[src/rtl/router_pkg.sv]
// ---------------------------------------------------------------------------
// router_pkg
// Shared constants and types for the 16-port router matrix arbiters.
//   N_PORTS    : number of input ports (requesters) per output arbiter
//   ID_W       : width of a port index, clog2(N_PORTS)
//   MAX_HOLD   : watchdog limit in cycles (used only with ROUTER_ARB_TIMEOUT_EN)
//   HOLD_CNT_W : width of the watchdog hold counter, wide enough for MAX_HOLD
//   arb_state_t: arbiter FSM states
//   port_vec_t : one bit per input port
// ---------------------------------------------------------------------------
package router_pkg;

  localparam int N_PORTS    = 16;
  localparam int ID_W       = 4;
  localparam int MAX_HOLD   = 1024;
  localparam int HOLD_CNT_W = 11;

  typedef enum logic [1:0] {
    IDLE,
    HOLD,
    RELEASE
  } arb_state_t;

  typedef logic [N_PORTS-1:0] port_vec_t;

endpackage

[src/rtl/router_out_arbiter_rr_pick.sv]
// ---------------------------------------------------------------------------
// rr_pick
// Purely combinational round-robin picker, shared by the router arbiters.
// Picks the first set request bit scanning ptr, ptr+1, ... modulo N_PORTS.
// Ports:
//   request : per-port request vector
//   ptr     : index with highest priority this round
//   onehot  : one-hot of the chosen port, zero when nothing requests
//   id      : index of the chosen port, zero when nothing requests
//   any     : at least one request is set
// ---------------------------------------------------------------------------
module rr_pick
  import router_pkg::*;
(
  input  logic [N_PORTS-1:0] request,
  input  logic [ID_W-1:0]    ptr,
  output logic [N_PORTS-1:0] onehot,
  output logic [ID_W-1:0]    id,
  output logic               any
);

  port_vec_t            upper_mask;
  logic [2*N_PORTS-1:0] dbl;
  logic [ID_W-1:0]      first_idx;

  // The low half holds only requests at or above ptr, the high half holds all
  // requests. The lowest set bit of the concatenation is therefore the first
  // requester at or after ptr, wrapping around; its index mod N_PORTS is the id.
  assign upper_mask = ~((port_vec_t'(1) << ptr) - port_vec_t'(1));
  assign dbl        = {request, request & upper_mask};
  assign any        = |request;

  // Priority encode, lowest bit wins (scan downward so the last hit is lowest).
  always_comb begin
    first_idx = '0;
    for (int i = 2*N_PORTS-1; i >= 0; i--) begin
      if (dbl[i]) first_idx = i[ID_W-1:0];
    end
  end

  assign id     = any ? first_idx : '0;
  assign onehot = any ? (port_vec_t'(1) << first_idx) : '0;

endmodule

[src/rtl/router_out_arbiter.sv]
// ---------------------------------------------------------------------------
// router_out_arbiter
// Per-output-port arbiter of the router matrix. Grants one input at a time in
// round-robin order and holds the grant until that input's frame ends (or the
// input abandons its request before its frame starts). All outputs registered.
// Optional watchdog: define ROUTER_ARB_TIMEOUT_EN to revoke grants held for
// MAX_HOLD cycles; without it timeout is tied low and grants never expire.
// Ports:
//   clock    : system clock, rising edge
//   reset_n  : asynchronous active-low reset
//   request  : per-input request, level, held until the frame ends
//   frame_n  : per-input active-low frame strobe
//   grant    : one-hot grant, zero when idle
//   grant_id : index of the granted input, zero when idle
//   busy     : a grant is held
//   timeout  : one-cycle pulse when the watchdog revokes a grant
// ---------------------------------------------------------------------------
module router_out_arbiter
  import router_pkg::*;
(
  input  logic               clock,
  input  logic               reset_n,
  input  logic [N_PORTS-1:0] request,
  input  logic [N_PORTS-1:0] frame_n,
  output logic [N_PORTS-1:0] grant,
  output logic [ID_W-1:0]    grant_id,
  output logic               busy,
  output logic               timeout
);

  arb_state_t      state, state_d;
  logic [ID_W-1:0] ptr, ptr_d;
  logic            frame_seen, frame_seen_d;
  port_vec_t       grant_d;
  logic [ID_W-1:0] grant_id_d;
  logic            busy_d;

  port_vec_t       pick_onehot;
  logic [ID_W-1:0] pick_id;
  logic            pick_any;

  logic            frame_end;
  logic            abandon;
  logic            release_now;

  rr_pick u_pick (
    .request (request),
    .ptr     (ptr),
    .onehot  (pick_onehot),
    .id      (pick_id),
    .any     (pick_any)
  );

  // A frame ends on the first high frame_n after a low one was seen; an
  // input that drops its request before its frame ever started gives up.
  assign frame_end = frame_seen & frame_n[grant_id];
  assign abandon   = ~frame_seen & ~request[grant_id];

`ifdef ROUTER_ARB_TIMEOUT_EN
  logic [HOLD_CNT_W-1:0] hold_cnt, hold_cnt_d;
  logic                  timeout_d;
  logic                  expire;

  assign expire      = (hold_cnt == HOLD_CNT_W'(MAX_HOLD - 1));
  assign release_now = frame_end | abandon | expire;
`else
  assign release_now = frame_end | abandon;
  assign timeout     = 1'b0;
`endif

  // State and registered outputs.
  always_ff @(posedge clock or negedge reset_n) begin
    if (!reset_n) begin
      state      <= IDLE;
      ptr        <= '0;
      frame_seen <= 1'b0;
      grant      <= '0;
      grant_id   <= '0;
      busy       <= 1'b0;
`ifdef ROUTER_ARB_TIMEOUT_EN
      hold_cnt   <= '0;
      timeout    <= 1'b0;
`endif
    end else begin
      state      <= state_d;
      ptr        <= ptr_d;
      frame_seen <= frame_seen_d;
      grant      <= grant_d;
      grant_id   <= grant_id_d;
      busy       <= busy_d;
`ifdef ROUTER_ARB_TIMEOUT_EN
      hold_cnt   <= hold_cnt_d;
      timeout    <= timeout_d;
`endif
    end
  end

  // Next-state logic.
  always_comb begin
    state_d = state;
    case (state)
      IDLE:    if (pick_any) state_d = HOLD;
      HOLD:    if (release_now) state_d = RELEASE;
      RELEASE: state_d = IDLE;
      default: state_d = IDLE;
    endcase
  end

  // Next values of the registered outputs and datapath. Grant contents are
  // frozen during HOLD so other requests cannot preempt. ptr moves past the
  // released input so it gets lowest priority next round.
  always_comb begin
    grant_d      = grant;
    grant_id_d   = grant_id;
    busy_d       = busy;
    ptr_d        = ptr;
    frame_seen_d = frame_seen;
`ifdef ROUTER_ARB_TIMEOUT_EN
    hold_cnt_d   = hold_cnt;
    timeout_d    = 1'b0;
`endif
    case (state)
      IDLE: begin
        if (pick_any) begin
          grant_d      = pick_onehot;
          grant_id_d   = pick_id;
          busy_d       = 1'b1;
          frame_seen_d = 1'b0;
`ifdef ROUTER_ARB_TIMEOUT_EN
          hold_cnt_d   = '0;
`endif
        end
      end
      HOLD: begin
        if (release_now) begin
          grant_d    = '0;
          grant_id_d = '0;
          busy_d     = 1'b0;
          ptr_d      = grant_id + ID_W'(1);
`ifdef ROUTER_ARB_TIMEOUT_EN
          // A frame ending on the limit cycle is a normal release.
          timeout_d  = expire & ~frame_end;
`endif
        end else begin
          frame_seen_d = frame_seen | ~frame_n[grant_id];
`ifdef ROUTER_ARB_TIMEOUT_EN
          hold_cnt_d   = hold_cnt + HOLD_CNT_W'(1);
`endif
        end
      end
      RELEASE: begin
        grant_d    = '0;
        grant_id_d = '0;
        busy_d     = 1'b0;
      end
      default: begin
        grant_d    = '0;
        grant_id_d = '0;
        busy_d     = 1'b0;
      end
    endcase
  end

endmodule

[config.mk]
export PLATFORM = sky130hd
export DESIGN_NAME = router_out_arbiter
export DESIGN_NICKNAME = d
export VERILOG_FILES = /design/src/rtl/router_pkg.sv /design/src/rtl/router_out_arbiter_rr_pick.sv /design/src/rtl/router_out_arbiter.sv
export SDC_FILE = /design/constraint.sdc
export NUM_CORES = 1
export LEC_CHECK = 0
export CAP_MARGIN = 20
export CORE_MARGIN = 10
export CORE_UTILIZATION = 47
export CTS_BUF_LIST = sky130_fd_sc_hd__clkbuf_8
export CTS_CLUSTER_SIZE = 12
export DETAILED_ROUTE_END_ITERATION = 7
export PLACE_DENSITY = 0.81
export SYNTH_ARGS = -nofsm -noshare
export SYNTH_HDL_FRONTEND = slang
export SYNTH_SLANG_ARGS = --single-unit
[constraint.sdc]
create_clock -name clock -period 2.7 [get_ports clock]
set_input_delay 0.54 -clock clock [delete_from_list [all_inputs] [get_ports clock]]
set_output_delay 0.54 -clock clock [all_outputs]
set_load 0.005 [all_outputs]
# == After elaboration in Yosys (flattened, before gate mapping) ==
# Index checks and enable logic that the tools add are counted.
# word_totals
wordCells,81
register_bits,28
out_inout_bits,22
in_bits,34
# classes
muxes,51
bitwise_logic,9
n_lt_le_gt_ge,1
addsub,2
n_reduce_logical,6
eq_ne,4
shift,2
# ops
cell,n
$mux W4,34
$mux W16,2
$pmux W16 S2,1
$shl A1 B4 Y16 const A,2
$and A16 B16 Y16,1
$not A16 Y16,1
$reduce_or A16 Y1,1
$sub A16 B1 Y16 const B,1
$bmux W1 S4,2
$pmux W4 S2,1
$mux W1,6
$ne A2 B2 Y1 const B,3
$lt A4 B5 Y1 const B,1
$add A4 B1 Y4 const B,1
$mux W2,2
$pmux W1 S2,2
$pmux W2 S2,1
$reduce_and A2 Y1,2
$not A1 Y1,3
$reduce_and A3 Y1,1
$and A1 B1 Y1,2
$eq A2 B1 Y1 const B,1
$logic_not A2 Y1,1
$or A1 B1 Y1,2
$reduce_bool A2 Y1,1

# == Logic depth before layout (Yosys ltp) ==
# logic_depth
word_depth,35
depth_mapped,12

# == Modules after synthesis ==
# A second synthesis with hierarchy kept.
# hier_totals
hier_cells,295
area_unflattened_um2,2642.5
# modules_own_cells
module,instances,seq_area_each_um2,area_per_inst_um2,cells_each
router_out_arbiter,1,675.6,1626.6,144
rr_pick,1,0.0,1016.0,151

# == Worst setup path after synthesis ==
# Ideal clock, no wire load.
# synth_timing
kind,reg2reg
startpoint,reg ptr[2]
endpoint,reg grant[0]
path_stages_with_launch,13
setup_slack_ns,-0.015
synth_period_minus_slack_ns,2.715
arrival_time_ns,2.594
required_ns,2.578
cell_sequence,dfrtp_1 -> buf_2 -> nor2_1 -> nand3b_1 -> ha_1 -> buf_2 -> and2_0 -> o21ai_0 -> a31oi_1 -> or2_2 -> a31oi_1 -> nor2b_1 -> a32o_1
# synth_between
elab_chain_cells,23
# synth_lines
element,line,source
start: declaration,router_out_arbiter.sv:32,"logic [ID_W-1:0] ptr, ptr_d;"
start signal: assignment,router_out_arbiter.sv:86,ptr <= ptr_d;
$shl A1 B4 Y16 *,router_out_arbiter_rr_pick.sv:29,assign upper_mask = ~((port_vec_t'(1) << ptr) - port_vec_t'(1));
$sub A16 B1 Y16 *,router_out_arbiter_rr_pick.sv:29,
$not A16 Y16 *,router_out_arbiter_rr_pick.sv:29,
$and A16 B16 Y16 *,router_out_arbiter_rr_pick.sv:30,"assign dbl = {request, request & upper_mask};"
$mux W4 (15 in a row),router_out_arbiter_rr_pick.sv:37,if (dbl[i]) first_idx = i[ID_W-1:0];
$mux W4 *,router_out_arbiter_rr_pick.sv:37,
$shl A1 B4 Y16 *,router_out_arbiter_rr_pick.sv:42,assign onehot = any ? (port_vec_t'(1) << first_idx) : '0;
$mux W16 *,router_out_arbiter.sv:124,if (pick_any) begin
$pmux W16 S2 *,router_out_arbiter.sv:122,case (state)
end signal: assignment,router_out_arbiter.sv:88,grant <= grant_d;
end: declaration,router_out_arbiter.sv:25,"output logic [N_PORTS-1:0] grant,"
# Mark *: on every way between the ends. The rest lies on a longest branch, timed or not. The select of a mux whose other input is x is not followed.
# A chain may end at the register's enable or synchronous reset.

# == Final worst setup path ==
# layout_timing
startpoint,reg ptr[0]
endpoint,reg grant[1]
# The elaborated chain is that of the path after synthesis.

==> impl_metrics.csv <==
group,metric,value,unit
run_status,outcome,"finished, violations left",
run_status,violations,"setup timing",
drt,drt-wirelength-per-cell,18.5,um
worst_hold_path,hp-start,"grant[3]",
worst_hold_path,worstHoldEndpoint,"grant[3]",
critical_path,cp.required,2910,ps
global_routing,grt_pass1_vias,2553,
timing,post-route-period-util,100,%
yosys,yosys-top-cells-area,"dfrtp_1 (29%), mux4_2 (8.7%), nand2_1 (5.3%)",
die,dieHeight,90.4,um
cts,clock_latency,270,ps
global_routing,met3_usage,3.82,%
global_routing,grtUsageTotal,18.3,%
yosys,post-synth-top-area-cell,"dfrtp_1",
yosys,synth_compound_area_share,27.8,%
yosys,synth-xor-area-share,1.13,%
run,maxCapViolCount,0,
timing,max_slew.worst_pin.slew,550,ps
critical_path,start_kind,"flip-flop",
placement,port_buffers,54,
timing,whs,498,ps
die,initial_core_util,49.0,%
worst_hold_path,hold_class,"reg2reg",
cells_and_area,ff_latch_area,676,um^2
yosys,yosysSeqAreaShare,29.0,%
drt,remaining_drc_errors,0,
cells_and_area,nets,402,
cells_and_area,multiInputGateArea,1620,um^2
global_routing,grt-ovfl-total,0,
cts,cts_root_buf,"clkbuf_8",
die,die_x,90.4,um
cts,clockBufferDepth,2,
yosys,synth_adder_area_share,1.07,%
global_routing,grt_util_met1,23.8,%
yosys,async_reset_ff_share,100,%
yosys,synthMuxAreaShare,11.3,%
yosys,yosysTopAreaCellShare,29.0,%
cts,cts_sinks,27,
critical_path,cp-end-kind,"flip-flop",
yosys,synth-main-ff-cell,"dfrtp_1",
cts,cts_hold_buf,0,
power_and_ir_drop,ir_drop,0.636,mV
power_and_ir_drop,power_density,1050,nW/um^2
power_and_ir_drop,power.leakage,0.00144,uW
timing,fmax,369,MHz
global_routing,grt_pass1_wl,12.8,mm
placement,dp_hpwl,5.90,mm
power_and_ir_drop,power,3620,uW
critical_path,path_class,"reg2reg",
timing,setup_viol,2,
cts,htree_levels,1,
cts,cts_tree,"built",
yosys,synth_top_family_by_area,"compound AO/OA/AOI/OAI gates",
cells_and_area,fill_cells,358,
die,io_pins,56,
critical_path,crit_arrival,2920,ps
cells_and_area,antenna-diode-count,0,
cells_and_area,area_delta_synth_final,48.4,%
drt,vias,2642,
yosys,synthSimpleGateAreaFrac,21.6,%
timing,slew_viol_final,0,
yosys,synth_cell_types,62,
yosys,synth_seq_cells,27,
die,coreArea,4750,um^2
drt,via_per_inst,6.12,
critical_path,r2r_end,"grant[1]",
timing,hold_violations,0,
drt,first_iter_violations,170,
critical_path,reg2reg_slack,-10,ps
placement,gp_congestion,0.955,
die,placement_rows,25,
yosys,synth_edf_count,0,
drt,ant_nets,0,
global_routing,antenna_found_initial,0,
critical_path,reg2reg_from,"ptr[0]",
yosys,synth_fp_nets,307,
die,dieArea,8180,um^2
timing,fin_ws,-10.5,ps
cells_and_area,final_util,72.7,%
drt,drt_first_pass_iters,4,
timing,slew_headroom,63.4,%
critical_path,r2r_cells,11,
critical_path,critPathLaunch,"ptr[0]",
drt,wirelength,7.98,mm
global_routing,grt.busiest_layer,"met2",
critical_path,path_max_fanout,4,
timing,layout_min_cycle_time,2710,ps
worst_hold_path,hold_depth,1,
yosys,synth-warning-count,0,
yosys,avgSynthCellArea,8.60,um^2
cts,clk_pin_slew,90,ps
yosys,postSynthCellCount,271,
yosys,syn_area,2330,um^2
global_routing,met2_usage,31.1,%
cts,cts-buffers-inserted,3,
global_routing,grt_max_degree,28,
timing,clock_skew,3.27,ps
cells_and_area,layout-drive-gt1-share,26.8,%
## cells in the final DEF, fill, tap and decap left out, drive strengths merged, types with 4 or more instances in the layout
cell type / count
nor2b: 4
nor3: 6
nand3b: 4
and2: 5
nor4: 5
nand3: 8
a21oi: 10
buf: 58
a31oi: 4
dfrtp: 27
nor2: 15
nand2b: 8
o32ai: 6
a32o: 8
clkdlybuf4s50: 51
inv: 15
a21o: 4
nand2: 33
o21ai: 22
mux4: 10
## flip-flops by register name, indices dropped and copies added, names as in the netlist
register    flops
grant_id        4
frame_seen      1
ptr             4
state           2
grant          16
## metal layers
metal / wire (um) / vias up
met4: 66 / 0
met2: 3950 / 124
li1: - / 1220
met1: 3440 / 1289
met3: 530 / 9
met5: 0 / -
## synth_stat cells, drive strengths merged, types with 3 or more instances
master / instances
nand3b: 4
mux4: 10
o21ai: 22
clkbuf: 10
a21oi: 10
nor2b: 4
nand2: 33
nor2: 15
a31oi: 4
and2: 5
o21a: 3
nand2b: 8
o32ai: 6
buf: 13
nor4: 5
dfrtp: 27
a32o: 8
nand4: 3
nand3: 8
a21o: 4
a211oi: 3
a21boi: 3
a211o: 3
nor3: 6
inv: 14
o211ai: 3
## power by group
group	leakage [uW]	switching (uW)	internal (uW)	total (uW)
clock network	0.0000269	119	102	221
logic	0.00106	1300	1380	2670
registers	0.000361	182	544	726
## worst max path at each step
stage | depth (start not counted) | slack, ps | to
floorplan | 12 | 10 | grant[2]
global placement | 7 | -260 | grant_id[3]
detailed placement | 8 | -300 | grant[9]
CTS | 7 | -20 | ptr[1]
global route | 13 | -90 | grant[1]
finish | 11 | -10 | grant[1]
## stage by stage
| step | worst slack (ps) | TNS (ps) | instances | area (um^2) |
|---|---|---|---|---|
| 3_5_place_dp | -304 | -6710 | 422 | 3230 |
| 6_report | -10.5 | -14.1 | 432 | 3460 |
| 5_1_grt | -87.4 | -625 | 432 | 3460 |
| 3_3_place_gp | -258 | -5750 | 422 | 3230 |
| 4_1_cts | -21.8 | -21.8 | 427 | 3300 |
| 2_1_floorplan | 10.9 | 0 | 271 | 2340 |
## area by class of cell
cell class,count,area share [%]
flip-flops and latches,27,19.5
well taps,67,2.42
multi-input cells,208,46.8
clock inverters,1,0.109
clock buffers,3,1.19
inverters,14,1.52
repair buffers,112,28.4
## critical path, stage by stage, from the launching register on
cell and delay, ps:
dfrtp_1 450, nor2_2 80, nand2_1 130, ha_4 180, or3b_4 400, o221a_4 300, a211oi_4 200, nand4_1 200
a31oi_1 270, nor2b_2 170, buf_4 120, a32o_1 160
## cell families after synthesis
family	Yosys count
AO/OA/AOI/OAI	88
XOR/XNOR	3
adder cells (fa/ha/maj)	2
buffers and inverters	37
flip-flops	27
multiplexers	13
other	1
AND/OR/NAND/NOR	100
## repair_timing
action	in CTS	in global routing
resized for setup	5	27
pin swaps	2	10
endpoints found under the setup margin	16	26
gates cloned	1	0
buffers inserted	0	5
No activity file was read; power rests on OpenSTA's default activity.
